`config.mk`:
```
export PLATFORM = sky130hd
export DESIGN_NAME = vr_elastic_buffer
export DESIGN_NICKNAME = d
export VERILOG_FILES = /design/src/rtl/vr_elastic_buffer.sv
export SDC_FILE = /design/constraint.sdc
export NUM_CORES = 1
export LEC_CHECK = 0
export CAP_MARGIN = 20
export CORE_MARGIN = 5
export CORE_UTILIZATION = 40
export DETAILED_ROUTE_END_ITERATION = 10
export GPL_TIMING_DRIVEN = 0
export PLACE_DENSITY = 0.7
export SYNTH_ARGS = -nofsm -noshare
export SYNTH_HDL_FRONTEND = slang
export SYNTH_SLANG_ARGS = --single-unit
```
`constraint.sdc`:
```
create_clock -name clk -period 4.85 [get_ports clk]
set_clock_uncertainty 0.2 [all_clocks]
set_input_delay 0.7275 -clock clk [delete_from_list [all_inputs] [get_ports clk]]
set_output_delay 0.7275 -clock clk [all_outputs]
set_load 0.02 [all_outputs]
```
`src/rtl/vr_elastic_buffer.sv`:
```
// ---------------------------------------------------------------------------
// vr_elastic_buffer
//
// Valid/ready elastic buffer (circular FIFO) with registered handshake
// outputs. Both ready_up_out and valid_down_out come only from flops, so the
// block breaks every combinational path between upstream and downstream.
//
// Handshake semantics, identical on both sides: a beat transfers on a
// rising clk edge where valid and ready are both 1. A source holds valid
// and data stable until the transfer happens. A sink may raise or drop
// ready at any time. Data is ignored in any cycle without a transfer.
//
// Parameters
//   WIDTH  payload width in bits (>= 1)
//   DEPTH  number of storage entries (power of two, >= 2)
//
// Ports
//   clk             clock, rising-edge active
//   rst_n           asynchronous active-low reset
//   data_in         upstream payload
//   valid_up_in     upstream valid
//   ready_up_out    ready to upstream (count < DEPTH, and out of reset)
//   data_out        oldest stored entry, zero when empty
//   valid_down_out  valid to downstream (count > 0)
//   ready_down_in   downstream ready
//   count           current occupancy
//   stall_cnt       cycles with valid_down_out=1 and ready_down_in=0,
//                   saturating at 16'hFFFF
//
// Optional feature: define VR_ELASTIC_STALL_CNT_EN to add the stall_cnt
// port and its counter. Without the macro the port and logic are absent.
// ---------------------------------------------------------------------------
module vr_elastic_buffer #(
  parameter int WIDTH = 32,
  parameter int DEPTH = 4
) (
  input  logic                       clk,
  input  logic                       rst_n,
  input  logic [WIDTH-1:0]           data_in,
  input  logic                       valid_up_in,
  output logic                       ready_up_out,
  output logic [WIDTH-1:0]           data_out,
  output logic                       valid_down_out,
  input  logic                       ready_down_in,
  output logic [$clog2(DEPTH+1)-1:0] count
`ifdef VR_ELASTIC_STALL_CNT_EN
  ,
  output logic [15:0]                stall_cnt
`endif
);

  localparam int AW = $clog2(DEPTH);
  localparam int CW = $clog2(DEPTH+1);
  localparam logic [CW-1:0] FULL_COUNT = CW'(DEPTH);

  logic [WIDTH-1:0] mem [DEPTH];
  logic [AW-1:0]    wr_ptr;
  logic [AW-1:0]    rd_ptr;
  // Holds ready_up_out low while in reset and until the first edge after
  // rst_n deasserts, so nothing is accepted during the reset window.
  logic             out_of_reset;
  logic             push;
  logic             pop;

  // Handshake outputs depend only on registered state.
  assign ready_up_out   = out_of_reset && (count < FULL_COUNT);
  assign valid_down_out = (count != '0);
  assign data_out       = valid_down_out ? mem[rd_ptr] : '0;

  // A push while full is refused even if a pop happens in the same cycle;
  // ready_up_out is not recomputed from ready_down_in.
  assign push = valid_up_in && ready_up_out;
  assign pop  = valid_down_out && ready_down_in;

  // Storage array is not reset; entries are only read when count says so.
  always_ff @(posedge clk) begin
    if (push) begin
      mem[wr_ptr] <= data_in;
    end
  end

  always_ff @(posedge clk or negedge rst_n) begin
    if (!rst_n) begin
      wr_ptr       <= '0;
      rd_ptr       <= '0;
      count        <= '0;
      out_of_reset <= 1'b0;
    end else begin
      out_of_reset <= 1'b1;
      // Pointers are exactly AW bits wide, so DEPTH-1 wraps to 0 naturally.
      if (push) begin
        wr_ptr <= wr_ptr + AW'(1);
      end
      if (pop) begin
        rd_ptr <= rd_ptr + AW'(1);
      end
      if (push && !pop) begin
        count <= count + CW'(1);
      end else if (pop && !push) begin
        count <= count - CW'(1);
      end
    end
  end

`ifdef VR_ELASTIC_STALL_CNT_EN
  always_ff @(posedge clk or negedge rst_n) begin
    if (!rst_n) begin
      stall_cnt <= '0;
    end else if (valid_down_out && !ready_down_in && (stall_cnt != 16'hFFFF)) begin
      stall_cnt <= stall_cnt + 16'd1;
    end
  end
`endif

endmodule

```
==> reports/qor.yml <==
status: "finished, final reports clean"
setup_viol: 0
synth-edff-count: 128
finalMaxSlewViolations: 0
grt_overflow: 0
place_hpwl_mm: 5.53
tightest_slew_ns: 0.918
io_buffers: 72
r2r_cells: 9
async_flop_share_pct: 5.88
min_path_cells: 1
ir_drop_mv: 0.382
max_cap_viol_count: 0
post-route-period-util_pct: 70.8
syn_nets: 282
fill_cells: 1074
cts_resized: 0
start_kind: "register"
cts_sinks: 136
wl_per_cell_um: 17.8
rsz0062_at_grt: "false"
end_kind: "output pin"
slew_headroom_pct: 38.8
critical_path.max_fanout: 10
drive_gt1_share_pct: 20.1
timing.rr.start: "count[2]"
root_buffer: "clkbuf_16"
netlist_instances: 240
synth.avg_cell_area_um2: 22.1
cts_buffers: 17
cts.clk_slew.worst_paths_ns: 0.06
cts_tree: "built"
rows: 42
antenna_found_initial: 0
cts_max_path_buffers: 2
cts_setup_buffers: 0
detail-route-antenna-nets: 0
hold_viol_final: 0
drc: 0
cellPowerDensity_nw_per_um2: 614
synth.ff_latch_count: 136
ctsHoldBuffers: 0
pin_count: 73
synthFlopType: "edfxtp_1"
fmax_mhz: 291
initial_core_util_pct: 40.4
core_area_um2: 13100
die_y_um: 125
cp.arrival_ns: 2.51
area_growth_pct: 28.3
yosys_warnings: 0
layout_min_cycle_time_ns: 3.43
grt_pass1_wl_mm: 15.0
vias_per_cell: 4.77
dieWidth_um: 125
worstPathRequired_ns: 3.92
clkLatencyLatePin_ns: 0.41
grt_max_degree: 33
hold_start: "count[2]"
slowest_delay_ns: 0.60
rrSetupSlack_ns: 2.35
crit_chain: "or3_1, clkbuf_1, clkbuf_1, and2_1, clkdlybuf4s50_1"
dieArea_um2: 15700
slowest_stage: "clkdlybuf4s50_1"
drt_iter0_drc: 199
r2r_end: "count[2]"
gp_congestion: 0.651
final_util_pct: 51.9
cp_common_cell: "clkbuf_1"
grt_pass1_vias: 2780
critPathKind: "reg -> out"
vias: 2482
drt_wl_total_mm: 9.27
firstDrtPassIters: 4
min_to: "count[2]"
leakagePower_nw: 2.27
hold_path_class: "reg -> reg"
nNetsFinal: 373
htreeDepth: 4
ys_types: 23
netlist_area_um2: 5310
ys_seq_area_share_pct: 76.1
tns_ns: 0
grt_use_total_pct: 12.9
diodes: 0
[state kept, by name, indices dropped and copies added, names as in the netlist]
| register | flops |
|---|---|
| mem | 128 |
| count | 3 |
| rd_ptr | 2 |
| wr_ptr | 2 |
| out_of_reset | 1 |
[critical path, delay by kind of cell, from the launching register on]
family / cells / cell delay (ns)
flops: 1 / 0.42
simple gates: 2 / 0.34
buf+inv: 3 / 1.32
[report_power, final]
part	total (mW)	switching [mW]	internal, mW	leakage, nW
Sequential	1.45	0.0404	1.41	1.25
Combinational	1.54	0.728	0.809	0.749
Clock	1.21	0.462	0.745	0.269
Total	4.19	1.23	2.96	2.27
[metrics by stage]
stage               worst slack (ns)  cell area (µm²)  hold WS [ns]  power [mW]  cells
detailed placement              1.82             6260         0.320        3.04    488
global route                    1.11             6820         0.367        4.41    520
CTS                             1.35             6820         0.339        4.27    520
global placement                1.52             6250         0.317        3.03    488
finish                          1.42             6820         0.334        4.19    520
floorplan                       2.36             5310         0.232        2.43    240
[final cells by class]
class                           instances  area [µm²]  share of cell area [%]
Buffer                                 12         105                    1.54
Clock buffer                           17         425                    6.24
Clock inverter                         15         135                    1.98
Inverter                                3        11.3                   0.165
Multi-Input combinational cell         89        1160                    17.0
Sequential cell                       136        4040                    59.3
Tap cell                              176         220                    3.23
Timing Repair Buffer                   72         721                    10.6
[logic make-up after synthesis]
kind of cell               synth area share (%)
xor gates and xnor gates                  0.989
adders and majority gates                  1.55
buffers and inverters                      2.19
DFF                                        76.1
muxes                                      14.3
other                                    0.0706
and+or+nand+nor                            4.83
[layer usage]
metal	global-route usage, %	vias up	share of wire [%]
met5	0	-	0
met1	15.7	1244	42
met4	6.51	0	2.3
li1	-	1151	-
met2	20.7	70	50
met3	4.35	17	5.2
[worst max path at each step]
stage	from	end	slack (ns)	depth (start not counted)
after floorplan	count[2]	count[2]	2.36	8
after global placement	valid_up_in	mem[0][18]	1.52	2
after detailed placement	count[0]	data_out[17]	1.82	5
after CTS	count[0]	data_out[17]	1.35	5
after global routing	count[0]	data_out[14]	1.11	5
final	count[0]	data_out[2]	1.42	5
[Yosys cell counts, types with 2 or more instances]
cell type	number	area share (%)
xor2_1	2	0.33
and3_1	4	0.47
and2_1	32	3.8
inv_1	3	0.21
xnor2_1	4	0.66
mux4_1	4	2.0
dfrtp_1	8	3.8
edfxtp_1	128	72
buf_2	3	0.28
buf_12	3	1.1
mux4_2	28	12
mux2_2	2	0.42
ha_1	5	1.2
clkbuf_1	5	0.35
[placed cells by master (no fill, tap or decap), types with 2 or more instances in the layout]
cell type / instances
edfxtp_1: 128
clkdlybuf4s50_1: 72
and2_1: 32
mux4_2: 28
clkbuf_16: 17
dfrtp_1: 8
clkbuf_1: 5
ha_1: 5
mux4_1: 4
and3_2: 4
xnor2_1: 4
clkinv_2: 4
clkinv_1: 4
buf_12: 3
buf_2: 3
inv_1: 3
clkinvlp_4: 3
mux2_2: 2
xor2_1: 2
bufinv_16: 2
(Power assumes the default switching activity.)
